File: config.mk
export PLATFORM = sky130hd
export DESIGN_NAME = spi_frame_scheduler
export DESIGN_NICKNAME = d
export VERILOG_FILES = /design/src/rtl/spi_frame_scheduler.sv
export SDC_FILE = /design/constraint.sdc
export NUM_CORES = 1
export LEC_CHECK = 0
export ABC_AREA = 0
export CELL_PAD_IN_SITES_DETAIL_PLACEMENT = 0
export CELL_PAD_IN_SITES_GLOBAL_PLACEMENT = 1
export CORE_AREA = 5 5 165 167
export DETAILED_ROUTE_END_ITERATION = 8
export DIE_AREA = 0 0 170 172
export GPL_TIMING_DRIVEN = 0
export PLACE_DENSITY = 0.56
export SLEW_MARGIN = 0
export SYNTH_ARGS = -nofsm -noshare
export SYNTH_HDL_FRONTEND = slang
export SYNTH_SLANG_ARGS = --single-unit
File: constraint.sdc
create_clock -name i_Clk -period 3.1 [get_ports i_Clk]
set_input_delay 0.31 -clock i_Clk [delete_from_list [all_inputs] [get_ports i_Clk]]
set_output_delay 0.31 -clock i_Clk [all_outputs]
set_load 0.02 [all_outputs]
File: src/rtl/spi_frame_scheduler.sv
// spi_frame_scheduler
//   Buffers 16-bit DSP samples in a FIFO and sends them to a single-byte SPI
//   master as fixed-length frames: header byte, each sample MSB then LSB, and
//   an XOR checksum of every preceding byte. An idle gap comes before each
//   byte so the slave sees a separate CS transaction per byte.
// Ports
//   i_Clk, i_Rst_L           clock, synchronous active-low reset
//   i_Sample, i_Sample_Valid sample input; accepted when valid && o_Sample_Ready
//   o_Sample_Ready           FIFO not full
//   o_TX_Byte, o_TX_DV       byte to the SPI master, one-cycle latch pulse
//   i_TX_Ready               SPI master idle
//   o_Frame_Done             one-cycle pulse after the checksum byte completes
//   o_Busy                   FSM is not idle
module spi_frame_scheduler #(
    parameter int unsigned SAMPLES_PER_FRAME = 4,
    parameter int unsigned FIFO_DEPTH        = 8,
    parameter int unsigned GAP_CYCLES        = 2000,
    parameter logic [7:0]  HEADER_BYTE       = 8'hA5
) (
    input  logic        i_Clk,
    input  logic        i_Rst_L,
    input  logic [15:0] i_Sample,
    input  logic        i_Sample_Valid,
    output logic        o_Sample_Ready,
    output logic [7:0]  o_TX_Byte,
    output logic        o_TX_DV,
    input  logic        i_TX_Ready,
    output logic        o_Frame_Done,
    output logic        o_Busy
);

    localparam int unsigned FRAME_LEN = 2 + 2 * SAMPLES_PER_FRAME;
    localparam int unsigned PTR_W     = (FIFO_DEPTH > 1) ? $clog2(FIFO_DEPTH) : 1;
    localparam int unsigned CNT_W     = $clog2(FIFO_DEPTH) + 1;
    localparam int unsigned IDX_W     = $clog2(FRAME_LEN + 1);
    localparam int unsigned GAP_W     = (GAP_CYCLES > 1) ? $clog2(GAP_CYCLES) : 1;

    localparam logic [CNT_W-1:0] CNT_FULL  = CNT_W'(FIFO_DEPTH);
    localparam logic [CNT_W-1:0] CNT_FRAME = CNT_W'(SAMPLES_PER_FRAME);
    localparam logic [PTR_W-1:0] PTR_LAST  = PTR_W'(FIFO_DEPTH - 1);
    localparam logic [IDX_W-1:0] IDX_LAST  = IDX_W'(FRAME_LEN - 1);
    localparam logic [IDX_W-1:0] IDX_END   = IDX_W'(FRAME_LEN);
    localparam logic [GAP_W-1:0] GAP_LAST  = GAP_W'((GAP_CYCLES > 0) ? GAP_CYCLES - 1 : 0);

    typedef enum logic [2:0] {
        S_IDLE, S_GAP, S_LOAD, S_PULSE, S_HOLD, S_WAIT_RDY, S_DONE
    } state_e;

    // Entry state for each byte: the gap, or straight to LOAD when there is none.
    localparam state_e S_BYTE_START = (GAP_CYCLES == 0) ? S_LOAD : S_GAP;

    state_e            state_q, state_d;
    logic [15:0]       mem_q [FIFO_DEPTH];
    logic [PTR_W-1:0]  wr_ptr_q, rd_ptr_q;
    logic [CNT_W-1:0]  count_q;
    logic [IDX_W-1:0]  idx_q, idx_d;
    logic [GAP_W-1:0]  gap_q, gap_d;
    logic [7:0]        chk_q, chk_d;
    logic [7:0]        tx_byte_q, tx_byte_d;
    logic              tx_dv_q, tx_dv_d;
    logic              done_q, done_d;
    logic              busy_q, busy_d;

    logic              push, pop, byte_is_lsb;
    logic [15:0]       head;
    logic [7:0]        cur_byte;

    assign o_Sample_Ready = (count_q != CNT_FULL);
    assign o_TX_Byte      = tx_byte_q;
    assign o_TX_DV        = tx_dv_q;
    assign o_Frame_Done   = done_q;
    assign o_Busy         = busy_q;

    assign head        = mem_q[rd_ptr_q];
    assign byte_is_lsb = (idx_q != '0) && (idx_q != IDX_LAST) && !idx_q[0];
    assign push        = i_Sample_Valid && o_Sample_Ready;
    // The sample at the FIFO head is the one being sent, so it leaves with its LSB.
    assign pop         = (state_q == S_PULSE) && byte_is_lsb;

    always_comb begin
        cur_byte = head[7:0];
        if (idx_q == '0) begin
            cur_byte = HEADER_BYTE;
        end else if (idx_q == IDX_LAST) begin
            cur_byte = chk_q;
        end else if (idx_q[0]) begin
            cur_byte = head[15:8];
        end
    end

    // Sample FIFO
    always_ff @(posedge i_Clk) begin
        if (i_Rst_L && push) begin
            mem_q[wr_ptr_q] <= i_Sample;
        end
    end

    always_ff @(posedge i_Clk) begin
        if (!i_Rst_L) begin
            wr_ptr_q <= '0;
            rd_ptr_q <= '0;
            count_q  <= '0;
        end else begin
            if (push) begin
                wr_ptr_q <= (wr_ptr_q == PTR_LAST) ? '0 : wr_ptr_q + PTR_W'(1);
            end
            if (pop) begin
                rd_ptr_q <= (rd_ptr_q == PTR_LAST) ? '0 : rd_ptr_q + PTR_W'(1);
            end
            case ({push, pop})
                2'b10:   count_q <= count_q + CNT_W'(1);
                2'b01:   count_q <= count_q - CNT_W'(1);
                default: count_q <= count_q;
            endcase
        end
    end

    // Frame sequencer
    always_ff @(posedge i_Clk) begin
        if (!i_Rst_L) begin
            state_q   <= S_IDLE;
            idx_q     <= '0;
            gap_q     <= '0;
            chk_q     <= '0;
            tx_byte_q <= '0;
            tx_dv_q   <= 1'b0;
            done_q    <= 1'b0;
            busy_q    <= 1'b0;
        end else begin
            state_q   <= state_d;
            idx_q     <= idx_d;
            gap_q     <= gap_d;
            chk_q     <= chk_d;
            tx_byte_q <= tx_byte_d;
            tx_dv_q   <= tx_dv_d;
            done_q    <= done_d;
            busy_q    <= busy_d;
        end
    end

    always_comb begin
        state_d   = state_q;
        idx_d     = idx_q;
        gap_d     = gap_q;
        chk_d     = chk_q;
        tx_byte_d = tx_byte_q;
        tx_dv_d   = 1'b0;
        done_d    = 1'b0;
        busy_d    = 1'b0;

        case (state_q)
            S_IDLE: begin
                idx_d = '0;
                chk_d = '0;
                gap_d = '0;
                if (count_q >= CNT_FRAME) begin
                    state_d = S_BYTE_START;
                end
            end
            S_GAP: begin
                if (gap_q == GAP_LAST) begin
                    gap_d   = '0;
                    state_d = S_LOAD;
                end else begin
                    gap_d = gap_q + GAP_W'(1);
                end
            end
            S_LOAD: begin
                if (i_TX_Ready) begin
                    tx_dv_d = 1'b1;
                    state_d = S_PULSE;
                end
            end
            S_PULSE: begin
                chk_d   = chk_q ^ tx_byte_q;
                idx_d   = idx_q + IDX_W'(1);
                state_d = S_HOLD;
            end
            S_HOLD: begin
                state_d = S_WAIT_RDY;
            end
            S_WAIT_RDY: begin
                if (i_TX_Ready) begin
                    if (idx_q < IDX_END) begin
                        state_d = S_BYTE_START;
                    end else begin
                        done_d  = 1'b1;
                        state_d = S_DONE;
                    end
                end
            end
            S_DONE: begin
                // Clear here too so IDLE can start the next frame on its first cycle.
                idx_d   = '0;
                chk_d   = '0;
                state_d = S_IDLE;
            end
            default: state_d = S_IDLE;
        endcase

        // Byte is captured on LOAD entry and held through PULSE.
        if (state_d == S_LOAD && state_q != S_LOAD) begin
            tx_byte_d = cur_byte;
        end
        busy_d = (state_d != S_IDLE);
    end

endmodule

# Word level (Yosys, flattened, before mapping)
# Memories as Yosys holds them, arrays and structs flattened. A register that Yosys moved wholly into a read port is not among the register bits.
# Index checks and enable logic that the tools add are counted.
# op_classes
add_sub_neg	6
magnitude_cmp	2
eq_ne	16
mux	22
bitwise	1
n_reduce_logical	17
# op_table
op	count
$mux W3	9
$mux W8	3
$pmux W11 S2	1
$pmux W3 S6	1
$pmux W4 S2	2
$pmux W8 S2	1
$eq A3 B3 Y1 const B	5
$add A11 B1 Y11 const B	1
$eq A11 B11 Y1 const B	1
$mux W11	1
$eq A3 B2 Y1 const B	3
$add A4 B1 Y4 const B	2
$ne A4 B4 Y1 const B	2
$xor A8 B8 Y8	1
$add A3 B1 Y3 const B	2
$logic_and A1 B1 Y1	6
$reduce_bool A2 Y1	3
$eq A4 B4 Y1 const B	1
$ge A4 B3 Y1 const B	1
$logic_not A4 Y1	1
$lt A4 B4 Y1 const B	1
$mux W1	4
$reduce_bool A4 Y1	1
$sub A4 B1 Y4 const B	1
other kinds (10)	10
# totals
regBits	47
mem_bits_rw	128
in_bits	20
output_inout_bits	12
memories	1
# memory_table
name	depth	width	rd	rd_ports_with_merged_regs	write_ports	line_no	text
mem_q	8	16	1	1	1	53	logic [15:0] mem_q [FIFO_DEPTH];

# Depth between registers and ports, before layout
# Gate-level depths: netlist of the first run.
# logic_depth
ltp_word	6
mapped_depth	12
depth_no_buf	12

# Worst setup path before layout of the first run
# Ideal clock, no wire load.
# synth_path
path_kind	reg-to-reg
startpoint	reg count_q[1]
endpoint	mem mem_q[0][0] (enable)
setup_ns	0.409
arrival_time_ns	2.540
t_required_ns	2.691
slack_ns	0.151
stages_incl_launch_ff	6
path_cell_list	dfxtp_1 > or4b_2 > clkbuf_1 > nand2_1 > or3_1 > nor3_1
# synth_between
elab_chain_len	5
# synth_lines
element	line_no	text
from (decl)	55	logic [CNT_W-1:0] count_q;
from (signal assigned)	111	2'b10: count_q <= count_q + CNT_W'(1);
from (signal assigned)	112	2'b01: count_q <= count_q - CNT_W'(1);
from (signal assigned)	113	default: count_q <= count_q;
$ne A4 B4 Y1	68	assign o_Sample_Ready = (count_q != CNT_FULL);
named net o_Sample_Ready	24	output logic o_Sample_Ready,
$logic_and A1 B1 Y1	76	assign push = i_Sample_Valid && o_Sample_Ready;
$logic_and A1 B1 Y1	93	if (i_Rst_L && push) begin
$mux W1	93	
$mux W1 (implied by the code)	94	mem_q[wr_ptr_q] <= i_Sample;
to (decl)	53	
# The timed path passes the listed nets, and every way through them passes these cells.

# Final worst setup path of the first run
# layout_path
startpoint	reg count_q[0]
endpoint	reg count_q[2]
# layout_between
elab_chain_len	4
word_cells_on_any_way	8
classes_between	add/sub (2); eq/ne (3); mux (1); reduce/logical (2)
# layout_lines
element	line_no	text
$ne A4 B4 Y1	68	
$logic_and A1 B1 Y1	76	
$eq A2 B1 Y1 or $eq A2 B2 Y1 (tied branches)	110	case ({push, pop})
$pmux W4 S2 or $reduce_bool A2 Y1 (tied branches)	--	
# Parallel ways exist; a longest one is shown, timed or not.
# A chain may end at the register's enable or synchronous reset.

==> results of run 1 <==
-- layout make-up --
class / count / area, µm²
clock buffer: 19 / 433
tap: 335 / 419
clock inverter: 13 / 139
timing repair buffer: 39 / 419
multi-input combinational: 294 / 2500
fill: 2473 / 16700
sequential: 178 / 4840
inverter: 8 / 30.0
buffer: 26 / 155
-- power groups by stage --
stage / clock, mW / sequential, mW / combinational [mW]
after global routing: 2.26 / 2.59 / 0.144
final: 2.10 / 2.58 / 0.130
after CTS: 2.16 / 2.58 / 0.133
after global placement: 0 / 2.64 / 0.121
after floorplan: 0 / 2.63 / 0.0550
after detailed placement: 0 / 2.64 / 0.131
-- final timing paths --
| check | slack, ns | to | from | cells past startpoint |
|---|---|---|---|---|
| max | 0.32 | count_q[2]$_SDFFE_PN0P_ | count_q[0]$_SDFFE_PN0P_ | 10 |
| min | 0.46 | gap_q[10]$_SDFFE_PN0P_ | gap_q[10]$_SDFFE_PN0P_ | 1 |
| max reg2reg | 0.32 | count_q[2]$_SDFFE_PN0P_ | count_q[0]$_SDFFE_PN0P_ | 10 |
| min reg2reg | 0.46 | gap_q[10]$_SDFFE_PN0P_ | gap_q[10]$_SDFFE_PN0P_ | 1 |
-- worst max-delay path: stages (launching register included) --
cell	delay, ns
dfxtp_1	0.36
or4b_2	0.71
clkbuf_1	0.18
nand2_1	0.20
ha_1	0.28
xor2_1	0.16
ha_1	0.16
a21oi_1	0.04
xor2_1	0.16
or3_1	0.32
a21oi_1	0.14
-- repair_timing --
item	4_1_cts	5_1_grt
setup endpoints to repair	19	66
resized for setup	2	2
endpoints found under the hold margin	0	0
-- cells in the mapped netlist (3+ instances only) --
cell type	n
a2111o_1	4
a2111oi_0	8
a21boi_0	12
a21oi_1	27
a31oi_1	9
and2_1	3
and3_1	7
buf_2	4
clkbuf_1	15
dfxtp_1	50
edfxtp_1	128
ha_1	11
inv_1	7
mux2i_1	12
mux4_1	15
mux4_2	17
nand2_1	26
nand2b_1	7
nand3_1	9
nand3b_1	9
nand4_1	5
nor2_1	15
nor2b_1	11
nor3_1	17
nor4_1	5
o211ai_1	4
o21ai_0	23
o21ai_1	3
or3_1	7
xor2_1	3
-- through the flow --
step	setup TNS [ns]	instances	total power, mW
CTS	0	912	4.87
floorplan	0	506	2.69
finish	0	912	4.82
detailed placement	-40.33	880	2.77
global route	0	912	4.99
global placement	-167.41	872	2.76
-- routing by layer --
layer | up-vias | global-route usage, % | routed length [µm]
met5 | - | 0 | 0
met4 | 0 | 3.96 | 272
met2 | 64 | 21.3 | 8850
met1 | 2279 | 14.9 | 7630
li1 | 2137 | - | -
met3 | 21 | 2.56 | 532
-- sequential cells by signal (all words and copies together) (netlist names), 3 cells and up, named ones only --
| name | count |
|---|---|
| count_q | 4 |
| mem_q | 128 |
| idx_q | 4 |
| wr_ptr_q | 3 |
| state_q | 3 |
| rd_ptr_q | 3 |
| o_TX_Byte | 8 |
| gap_q | 11 |
| chk_q | 8 |
-- cell families (layout without fill, tap and decap cells) --
logic type,count (synthesis),in the layout,synth area share [%]
muxes,44,44,12.0
AOI/OAI and AO/OA,98,98,8.30
buffers and inverters,34,105,2.45
DFF,178,178,64.6
and+or+nand+nor,136,136,10.2
adders and majority gates,11,11,1.84
xor gates and xnor gates,5,5,0.584
==> results.json, run 1 <==
{
  "start_kind": "register",
  "worstSetupPathType": "reg2reg",
  "static-leakage-power_nw": 2.85,
  "crit_required_ns": 3.46,
  "pre_cts_slack_ns": -0.677,
  "grt_usage_pct": 12.1,
  "hold_path_class": "reg2reg",
  "setup_viol": 0,
  "seq_power_share_pct": 53.7,
  "synth_fp_nets": 537,
  "io-pin-count": 32,
  "gr-total-overflow": 0,
  "dpl_cell_area_um2": 8360,
  "switching_share_pct": 21.8,
  "initial_core_util_pct": 29.3,
  "layout_worst_path_cycle_share_pct": 89.7,
  "min_period_ns": 2.78,
  "diodes": 0,
  "syn_area_um2": 7500,
  "post_cts_buffers": 0,
  "fin_hold_ws_ns": 0.461,
  "drtIter0Drc": 242,
  "yosys_warnings": 0,
  "skew_ns": 0.0114,
  "layout_setup_ws_ns": 0.319,
  "nets": 595,
  "ys.flop_type": "edfxtp_1",
  "final_area_um2": 8940,
  "final_cell_mix": "edfxtp_1, dfxtp_1, clkdlybuf4s50_1",
  "worstPathMaxFanout": 7,
  "die_h_um": 172,
  "drive_gt1_share_pct": 13.2,
  "end_kind": "register",
  "clock_sinks": 178,
  "rsz0062_at_grt": "false",
  "clock_path_buffers": 2,
  "final_common_cell": "edfxtp_1",
  "clock_latency_ns": 0.43,
  "synth-edff-count": 128,
  "slew_headroom_pct": 33.5,
  "htree_levels": 4,
  "root_buffer": "clkbuf_16",
  "synth_top_area_share_pct": 51.3,
  "p_int_mw": 3.76,
  "p_switching_mw": 1.05,
  "synth_area_leader_cell": "edfxtp_1",
  "cts_tree": "yes",
  "wl_per_cell_um": 18.9,
  "ys_seq_elements": 178,
  "postCtsHoldBufs": 0,
  "irDropWorstVdd_v": 0.000286,
  "numCtsBuffers": 17,
  "grt_pass1_vias": 4661,
  "syn-instance-count": 506,
  "final_util_pct": 34.9,
  "gp_congestion": 0.766,
  "synth_area_per_cell_um2": 14.8,
  "area_growth_pct": 19.3,
  "hpwl_um": 12300,
  "dieArea_um2": 29200,
  "worst_pin_slew_ns": 0.972,
  "status": "completed",
  "yosys-top-cells-area": "edfxtp_1, dfxtp_1, mux4_1, mux4_2, ha_1",
  "async_reset_ff_share_pct": 0,
  "slew_viol_final": 0,
  "grt_max_degree": 18,
  "drtPass1Iterations": 4,
  "power_frac_comb_pct": 2.7,
  "ys_seq_area_share_pct": 64.6,
  "synth.distinct_cells": 55,
  "power_density_nw_per_um2": 538,
  "route.detailed.drc": 0,
  "num_vias": 4501,
  "fp.coreArea_um2": 25600,
  "antenna_found_initial": 0,
  "maxCapViolations": 0,
  "avgViaCountPerCell": 4.94,
  "numPortBuffers": 31,
  "finalHoldViolCount": 0,
  "critPathArrivalTime_ns": 3.14,
  "max_freq_ghz": 0.360,
  "pwr-share-clk_pct": 43.6,
  "wirelength_um": 17300,
  "clkTransAtPathRegs_ns": 0.07,
  "grt_pass1_wl_um": 26700,
  "rows": 59,
  "die_w_um": 170,
  "ant_nets": 0
}
No activity file was read; power rests on OpenSTA's default activity.
==> run 2, diff against run 1 <==
--- a/config.mk
+++ b/config.mk
@@ -8,11 +8,11 @@
 export ABC_AREA = 0
 export CELL_PAD_IN_SITES_DETAIL_PLACEMENT = 0
 export CELL_PAD_IN_SITES_GLOBAL_PLACEMENT = 1
-export CORE_AREA = 5 5 165 167
+export CORE_AREA = 5 5 143 145
 export DETAILED_ROUTE_END_ITERATION = 8
-export DIE_AREA = 0 0 170 172
+export DIE_AREA = 0 0 148 150
 export GPL_TIMING_DRIVEN = 0
-export PLACE_DENSITY = 0.56
+export PLACE_DENSITY = 0.69
 export SLEW_MARGIN = 0
 export SYNTH_ARGS = -nofsm -noshare
 export SYNTH_HDL_FRONTEND = slang
==> results.json, run 2 (same netlist as run 1, synthesis figures left out) <==
{
  "start_kind": "primary input",
  "hold-path-endpoint": "gap_q[10]$_SDFFE_PN0P_",
  "crit_chain": "clkdlybuf4s50_1, clkbuf_1, clkinv_1, or3_1, nor3_4, buf_6",
  "die_w_um": 148,
  "worstPathMaxFanout": 10,
  "gr-total-overflow": 0,
  "htree_levels": 4,
  "static-leakage-power_nw": 2.87,
  "largest_reg_flops": 128,
  "wirelength_um": 16100,
  "max_freq_ghz": 0.333,
  "clock_path_buffers": 2,
  "worst_r2r_endpoint": "count_q[2]$_SDFFE_PN0P_",
  "grt_usage_pct": 15.3,
  "maxCapViolations": 0,
  "route.detailed.drc": 0,
  "clkTransAtPathRegs_ns": 0.07,
  "layout_worst_path_cycle_share_pct": 96.9,
  "dpl_cell_area_um2": 8250,
  "fillCellCount": 1661,
  "worst_pin_slew_ns": 0.790,
  "end_kind": "register",
  "hold_depth": 1,
  "wl_per_cell_um": 19.8,
  "irDropWorstVdd_v": 0.000360,
  "ant_nets": 0,
  "clock_latency_ns": 0.43,
  "crit_required_ns": 3.23,
  "cp_slowest_cell": "or3_1",
  "largest_register": "mem_q",
  "power_density_nw_per_um2": 547,
  "rows": 51,
  "slowest_delay_ns": 0.59,
  "critPathArrivalTime_ns": 3.14,
  "numCtsBuffers": 17,
  "nets": 595,
  "hpwl_um": 11300,
  "totalNegativeSetupSlack_ns": 0,
  "post_cts_buffers": 0,
  "slew_viol_final": 0,
  "worstSetupPathType": "in2reg",
  "hold_path_class": "reg2reg",
  "rr_worst_depth": 10,
  "die_h_um": 150,
  "num_vias": 4550,
  "fin_hold_ws_ns": 0.476,
  "grt_max_degree": 19,
  "p_total_mw": 4.84,
  "rsz0062_at_grt": "false",
  "cts_tree": "yes",
  "min_from": "gap_q[10]$_SDFFE_PN0P_",
  "status": "completed",
  "rrSetupSlack_ns": 0.32,
  "min_period_ns": 3.01,
  "final_area_um2": 8850,
  "grt_pass1_wl_um": 25600,
  "critPathBufInv": 4,
  "avgViaCountPerCell": 5.58,
  "final_cell_mix": "edfxtp_1, dfxtp_1, clkdlybuf4s50_1",
  "slew_headroom_pct": 46.0,
  "area_growth_pct": 18.1,
  "diodes": 0,
  "io-pin-count": 32,
  "gp_congestion": 0.777,
  "fp.coreArea_um2": 19100,
  "numPortBuffers": 31,
  "setup_viol": 0,
  "timing.rr.start": "count_q[0]$_SDFFE_PN0P_",
  "root_buffer": "clkbuf_16",
  "clock_sinks": 178,
  "finalHoldViolCount": 0,
  "skew_ns": 0.0159,
  "drtPass1Iterations": 5,
  "drive_gt1_share_pct": 13.3,
  "initial_core_util_pct": 39.3,
  "grt_pass1_vias": 4544,
  "dieArea_um2": 22200,
  "critical_path.top_delay_family": "buffers and inverters",
  "antenna_found_initial": 0,
  "final_common_cell": "edfxtp_1",
  "top_regs": "mem_q: 128 flops, gap_q: 11 flops",
  "drtIter0Drc": 289
}
## run 2: worst max path at each step
stage	startpoint	to	slack (ns)	depth (start not counted)
2_1_floorplan	count_q[1]$_SDFFE_PN0P_	mem_q[0][0]$_DFFE_PP_	0.15	5
3_5_place_dp	i_Rst_L	mem_q[1][5]$_DFFE_PP_	-0.50	6
6_report	i_Rst_L	mem_q[0][7]$_DFFE_PP_	0.09	6
3_3_place_gp	i_Rst_L	mem_q[0][4]$_DFFE_PP_	-1.89	5
4_1_cts	i_Rst_L	mem_q[1][9]$_DFFE_PP_	0.16	6
5_1_grt	idx_q[0]$_SDFFE_PN0P_	count_q[2]$_SDFFE_PN0P_	0.02	12
## run 2: timing repair
action,in CTS,in global routing
gates resized for setup,2,0
hold buffers,0,0
setup endpoints to repair,19,0
## run 2: cell type report
type	instances	area, µm²	area share, %
multi-input cells	294	2500	28.3
inverters	8	30.0	0.339
repair buffers	39	435	4.92
clock buffers	17	425	4.80
flip-flops and latches	178	4840	54.7
clock inverters	15	163	1.84
well taps	238	298	3.36
plain buffers	26	154	1.74
## run 2: per-layer routing
metal  vias to the layer above  track usage, %  part of all wire (%)  routed length [µm]
li1                       2126               -                     -                   -
met1                      2316            20.0                    45                7270
met2                        95            25.6                    50                8030
met3                        13            3.94                   4.2                 669
met4                         0            3.93                  0.88                 142
met5                         -               0                     0                   0
## run 2: per-stage QoR
stage                     cells  util [%]  worst slack (ns)
after detailed placement    783      43.3            -0.499
after global placement      775      42.5             -1.89
after CTS                   815      46.4             0.156
final                       815      46.4            0.0946
after global routing        815      46.4            0.0194
after floorplan             506         -             0.151
## run 2: where the power goes
| part | switching (mW) | total (mW) | internal [mW] |
|---|---|---|---|
| Clock | 0.980 | 2.13 | 1.15 |
| Combinational | 0.0740 | 0.129 | 0.0552 |
| Sequential | 0.0128 | 2.58 | 2.57 |
## run 2: worst reg2reg max path, delay by kind of cell (launching register included)
kind | cells | cell delay, ns
fa+ha+maj | 2 | 0.45
compound gates | 2 | 0.19
buf+inv | 1 | 0.17
xor+xnor | 2 | 0.32
simple gates | 3 | 1.21
flops | 1 | 0.36
==> patch 1, RTL diff (config.mk and constraints of run 2) <==
The parameter `SAMPLES_PER_FRAME` goes from 4 to 8.
--- a/src/rtl/spi_frame_scheduler.sv
+++ b/src/rtl/spi_frame_scheduler.sv
@@ -13,5 +13,5 @@
 //   o_Busy                   FSM is not idle
 module spi_frame_scheduler #(
-    parameter int unsigned SAMPLES_PER_FRAME = 4,
+    parameter int unsigned SAMPLES_PER_FRAME = 8,
     parameter int unsigned FIFO_DEPTH        = 8,
     parameter int unsigned GAP_CYCLES        = 2000,
Formal check against the unedited RTL: not equivalent (a bounded check fails within 10 cycles, from zero or initial values and one cycle with i_Rst_L low).
==> patch 1 against run 2 <==
Worst setup slack improved by 74 ps. Total power is 1.1% lower. Maximum frequency grew 2.5%. Synthesized area grew 1.0%. Clock power shrank 3%. Register-to-register slack worse by 150 ps. Design area grew 1.2%. Sequential cell count up 1. Routed wire length rose by 6.2%.
==> patch 1: results <==
export IMPL_worst_slew_pin_slew_ps=866.8
export IMPL_cts_max_level=4
export IMPL_path_clk_slew_ps=70
export IMPL_grt_max_degree=19
export IMPL_synth_seq_area_share=0.6425
export IMPL_layout_top_registers="mem_q x128, gap_q x11"
export IMPL_synth_lib_cells_used_distinct=54
export IMPL_finalNetCount=652
export IMPL_layout_drive_gt1_share=0.1611
export IMPL_grt_pass1_vias=4907
export IMPL_cellLeakagePower_nw=2.988
export IMPL_wl_per_cell_um=19.65
export IMPL_drt_iter0_drc=301
export IMPL_cts_root_buffer="sky130_fd_sc_hd__clkbuf_16"
export IMPL_grt_antenna_before_repair=0
export IMPL_run_status="finished clean"
export IMPL_syn_num_nets=591
export IMPL_holdCritPathClass="flop to flop"
export IMPL_place_hpwl_um=12030
export IMPL_synthCells=559
export IMPL_critical_path_max_fanout=9
export IMPL_vias=4745
export IMPL_cp_slowest_cell="sky130_fd_sc_hd__dfxtp_4"
export IMPL_critPathArrivalTime_ps=3290
export IMPL_gpl_final_weighted_congestion=0.7836
export IMPL_count_of_input_and_output_buffers=31
export IMPL_synthTopCellsByArea="sky130_fd_sc_hd__edfxtp_1, sky130_fd_sc_hd__dfxtp_1, sky130_fd_sc_hd__mux4_2"
export IMPL_ys_warnings_count=0
export IMPL_cts_buffers_inserted=17
export IMPL_clock_skew_ps=10.19
export IMPL_clock_path_buffers=2
export IMPL_antenna_diode_count=0
export IMPL_critPathTopFamily="simple AND/OR/NAND/NOR gates"
export IMPL_async_reset_ff_frac=0
export IMPL_wire_length_of_the_first_global_routing_pass_um=27590
export IMPL_ir_drop_v=0.0003340
export IMPL_worst_skew_pair_late_latency_ps=430
export IMPL_ys_top_cells_by_count="sky130_fd_sc_hd__edfxtp_1, sky130_fd_sc_hd__nor2_1, sky130_fd_sc_hd__dfxtp_1"
export IMPL_cp_slowest_stage_delay_ps=390
export IMPL_placed_cells=836
export IMPL_number_of_enable_flip_flop_cells_after_synthesis=128
export IMPL_detail_route_first_pass_iterations=4
export IMPL_post_drt_via_cell_ratio=5.448
export IMPL_gr_usage_all_layers=0.1634
patch 1: changes by cell type after synthesis, moves of 11 or more:
| cell | run 2 | this run |
|---|---|---|
| sky130_fd_sc_hd__nor2_1 | 15 | 53 |
| sky130_fd_sc_hd__a22oi_1 | 2 | 13 |
| sky130_fd_sc_hd__nand2_1 | 26 | 38 |
| sky130_fd_sc_hd__mux4_1 | 15 | 0 |
| sky130_fd_sc_hd__mux2i_1 | 12 | 31 |
| sky130_fd_sc_hd__a21boi_0 | 12 | 0 |
patch 1: report_power, final:
group / leakage, nW / switching, mW / internal, mW
logic: 1.13 / 0.0757 / 0.0502
registers: 1.57 / 0.0103 / 2.58
clock network: 0.284 / 0.997 / 1.07
patch 1: final timing paths:
check	depth (start not counted)	startpoint	slack (ps)	endpoint
min	1	gap_q[9]$_SDFFE_PN0P_	510	gap_q[9]$_SDFFE_PN0P_
max reg2reg	13	idx_q[0]$_SDFFE_PN0P_	170	count_q[3]$_SDFFE_PN0P_
max	13	idx_q[0]$_SDFFE_PN0P_	170	count_q[3]$_SDFFE_PN0P_
min reg2reg	1	gap_q[9]$_SDFFE_PN0P_	510	gap_q[9]$_SDFFE_PN0P_
patch 1: layout make-up:
class	instances	area [sq um]
Buffer	34	153.9
Clock buffer	18	429.2
Clock inverter	14	147.6
Fill cell	1677	10120
Inverter	15	56.30
Multi-Input combinational cell	331	2547
Sequential cell	179	4870
Tap cell	238	297.8
Timing Repair Buffer	42	457.9
patch 1: kinds of logic after synthesis:
logic type / share of synthesized area
flops: 0.6425
buf+inv: 0.02743
simple gates: 0.1068
xor+xnor: 0.004628
compound gates: 0.08395
mux: 0.1139
fa+ha+maj: 0.02082
patch 1: metrics by stage:
| stage | utilization | setup TNS [ps] | setup WS (ps) | area (sq um) | power [mW] |
|---|---|---|---|---|---|
| 2_1_floorplan | - | 0 | 200.6 | 7571 | 2.696 |
| 5_1_grt | 0.4696 | -6.597 | -6.597 | 8960 | 4.949 |
| 6_report | 0.4696 | 0 | 168.4 | 8960 | 4.788 |
| 4_1_cts | 0.4675 | 0 | 57.27 | 8920 | 4.832 |
| 3_5_place_dp | 0.4366 | -215.9 | -215.9 | 8329 | 2.775 |
| 3_3_place_gp | 0.4287 | -40840 | -1058 | 8179 | 2.760 |
patch 1: metal layers:
layer,share of wire,track usage
met1,0.44,0.2106
met2,0.51,0.2800
met3,0.040,0.03604
met4,0.014,0.04527
met5,0,0
patch 1: what timing repair did:
| action | CTS | global route |
|---|---|---|
| setup buffers | 1 | 2 |
| pin swaps | 1 | 0 |
| setup endpoints to repair | 1 | 1 |
| cloned | 0 | 0 |
| resized for setup | 2 | 7 |
| hold buffers | 0 | 0 |
==> patch 2, RTL diff (flow settings as in run 2) <==
Made on the original files. Re-encode `state_e` (7 states) as one-hot, 7 bits wide.
--- a/src/rtl/spi_frame_scheduler.sv
+++ b/src/rtl/spi_frame_scheduler.sv
@@ -43,6 +43,6 @@
     localparam logic [GAP_W-1:0] GAP_LAST  = GAP_W'((GAP_CYCLES > 0) ? GAP_CYCLES - 1 : 0);
 
-    typedef enum logic [2:0] {
-        S_IDLE, S_GAP, S_LOAD, S_PULSE, S_HOLD, S_WAIT_RDY, S_DONE
+    typedef enum logic [6:0] {
+        S_IDLE = 7'b0000001, S_GAP = 7'b0000010, S_LOAD = 7'b0000100, S_PULSE = 7'b0001000, S_HOLD = 7'b0010000, S_WAIT_RDY = 7'b0100000, S_DONE = 7'b1000000
     } state_e;
 
Behaviour: same outputs for any inputs over 10 cycles, from zero or initial values and one cycle with i_Rst_L low; not proved beyond that.
==> patch 2 against run 2 <==
Sequential power is 2% higher. Synthesized area is 1.0% higher. Register-to-register slack worse by 70 ps. Total power is 4.0% higher. Worst setup slack better by 150 ps. Non-clock buffer count is 1 lower. Synthesized cell count is 4.3% higher. Routed wire length is 0.73% lower. Design area is 0.92% higher. Maximum frequency is 5.4% higher. Final cell count is 2.7% higher. Sequential cell count is 4 higher. Largest cell class unchanged.
==> patch 2: results <==
export IMPL_wire_length_of_the_first_global_routing_pass_um=25440
export IMPL_gr_usage_all_layers=0.1519
export IMPL_wl_um=16000
export IMPL_detail_route_first_pass_iterations=4
export IMPL_gpl_final_weighted_congestion=0.7371
export IMPL_synth_seq_area_share=0.6505
export IMPL_drt_iter0_drc=318
export IMPL_clock_skew_ps=10.74
export IMPL_ys_top_cells_by_count="sky130_fd_sc_hd__edfxtp_1, sky130_fd_sc_hd__nor2_1, sky130_fd_sc_hd__dfxtp_1"
export IMPL_r2r_worst_path_cells=13
export IMPL_worstHoldEndpoint="o_TX_Byte[4]$_SDFFE_PN0P_"
export IMPL_min_delay_path_depth=2
export IMPL_worst_skew_pair_late_latency_ps=430
export IMPL_grt_max_degree=20
export IMPL_num_fill_cells=1641
export IMPL_crit_path_end="count_q[3]$_SDFFE_PN0P_"
export IMPL_place_hpwl_um=11080
export IMPL_syn_num_nets=560
export IMPL_run_status="finished clean"
export IMPL_critPathArrivalTime_ps=3210
export IMPL_grt_pass1_vias=4603
export IMPL_power_switching_fraction=0.2215
export IMPL_worst_r2r_startpoint="idx_q[0]$_SDFFE_PN0P_"
export IMPL_synthTopCellsByArea="sky130_fd_sc_hd__edfxtp_1, sky130_fd_sc_hd__dfxtp_1, sky130_fd_sc_hd__mux4_2"
export IMPL_vias=4508
export IMPL_reg2reg_to="count_q[3]$_SDFFE_PN0P_"
export IMPL_finalNetCount=618
export IMPL_layout_drive_gt1_share=0.1820
export IMPL_cellLeakagePower_nw=3.002
export IMPL_hold_path_startpoint="o_TX_Byte[4]$_SDFFE_PN0P_"
export IMPL_ir_drop_v=0.0003822
==> patch 2: changes by cell type in the layout (fill, tap and decap cells not counted), sizes merged, moves of 9 or more <==
cell    change
nor3        -9
a21oi      -10
o21ai      -21
nor2       +44
a21boi     -12
mux2i       +9
xor2        +9
clkbuf      -9
==> patch 2: final cells by class <==
class / instances / area (sq um) / share of cell area
Tap cell: 238 / 297.8 / 0.03332
Buffer: 25 / 131.4 / 0.01470
Sequential cell: 182 / 4925 / 0.5511
Inverter: 14 / 52.55 / 0.005881
Timing Repair Buffer: 39 / 411.6 / 0.04607
Clock inverter: 15 / 201.4 / 0.02254
Multi-Input combinational cell: 307 / 2491 / 0.2788
Clock buffer: 17 / 425.4 / 0.04761
==> patch 2: worst max-delay path, cell delays in order, from the launching register on <==
cell	delay [ps]
sky130_fd_sc_hd__dfxtp_1	360
sky130_fd_sc_hd__clkbuf_4	230
sky130_fd_sc_hd__inv_1	130
sky130_fd_sc_hd__ha_1	230
sky130_fd_sc_hd__mux2i_1	210
sky130_fd_sc_hd__o211ai_2	180
sky130_fd_sc_hd__inv_1	110
sky130_fd_sc_hd__ha_1	210
sky130_fd_sc_hd__ha_1	240
sky130_fd_sc_hd__a21o_1	180
sky130_fd_sc_hd__a21oi_1	170
sky130_fd_sc_hd__xnor2_1	90
sky130_fd_sc_hd__or3_1	300
sky130_fd_sc_hd__a21oi_1	140
==> patch 2: repair_timing <==
item                                    CTS  global route
endpoints found under the setup margin    1             1
gates cloned                              0             0
pin swaps                                 0             0
resized for setup                         1             2
==> patch 2: cells by family after synthesis <==
| group | share of synthesized area |
|---|---|
| buf+inv | 0.02380 |
| mux | 0.1006 |
| compound gates | 0.07883 |
| fa+ha+maj | 0.02082 |
| flops | 0.6505 |
| xor+xnor | 0.01851 |
| simple gates | 0.1069 |
==> patch 2: power groups by stage <==
stage	Clock, mW	Sequential, mW	Combinational [mW]
after floorplan	0	2.69	0.0578
after global placement	0	2.69	0.121
after detailed placement	0	2.69	0.133
after CTS	2.32	2.63	0.134
after global routing	2.42	2.63	0.145
final	2.27	2.63	0.132
==> patch 2: routing by layer <==
metal  share of wire  global-route usage
met1            0.44              0.1851
met4           0.018             0.05774
met3           0.035             0.03574
met2            0.51              0.2628
met5               0                   0
==> patch 2: per-stage QoR <==
stage          cells  hold WS (ps)  TNS (ps)  setup slack, ps  utilization
2_1_floorplan    528         408.9         0            421.5            -
3_3_place_gp     797         484.4    -31610           -869.8       0.4287
5_1_grt          837         511.6         0            38.63       0.4684
6_report         837         501.6         0            249.6       0.4684
4_1_cts          837         504.4         0            158.8       0.4682
3_5_place_dp     805         491.1    -76.05           -76.05       0.4353
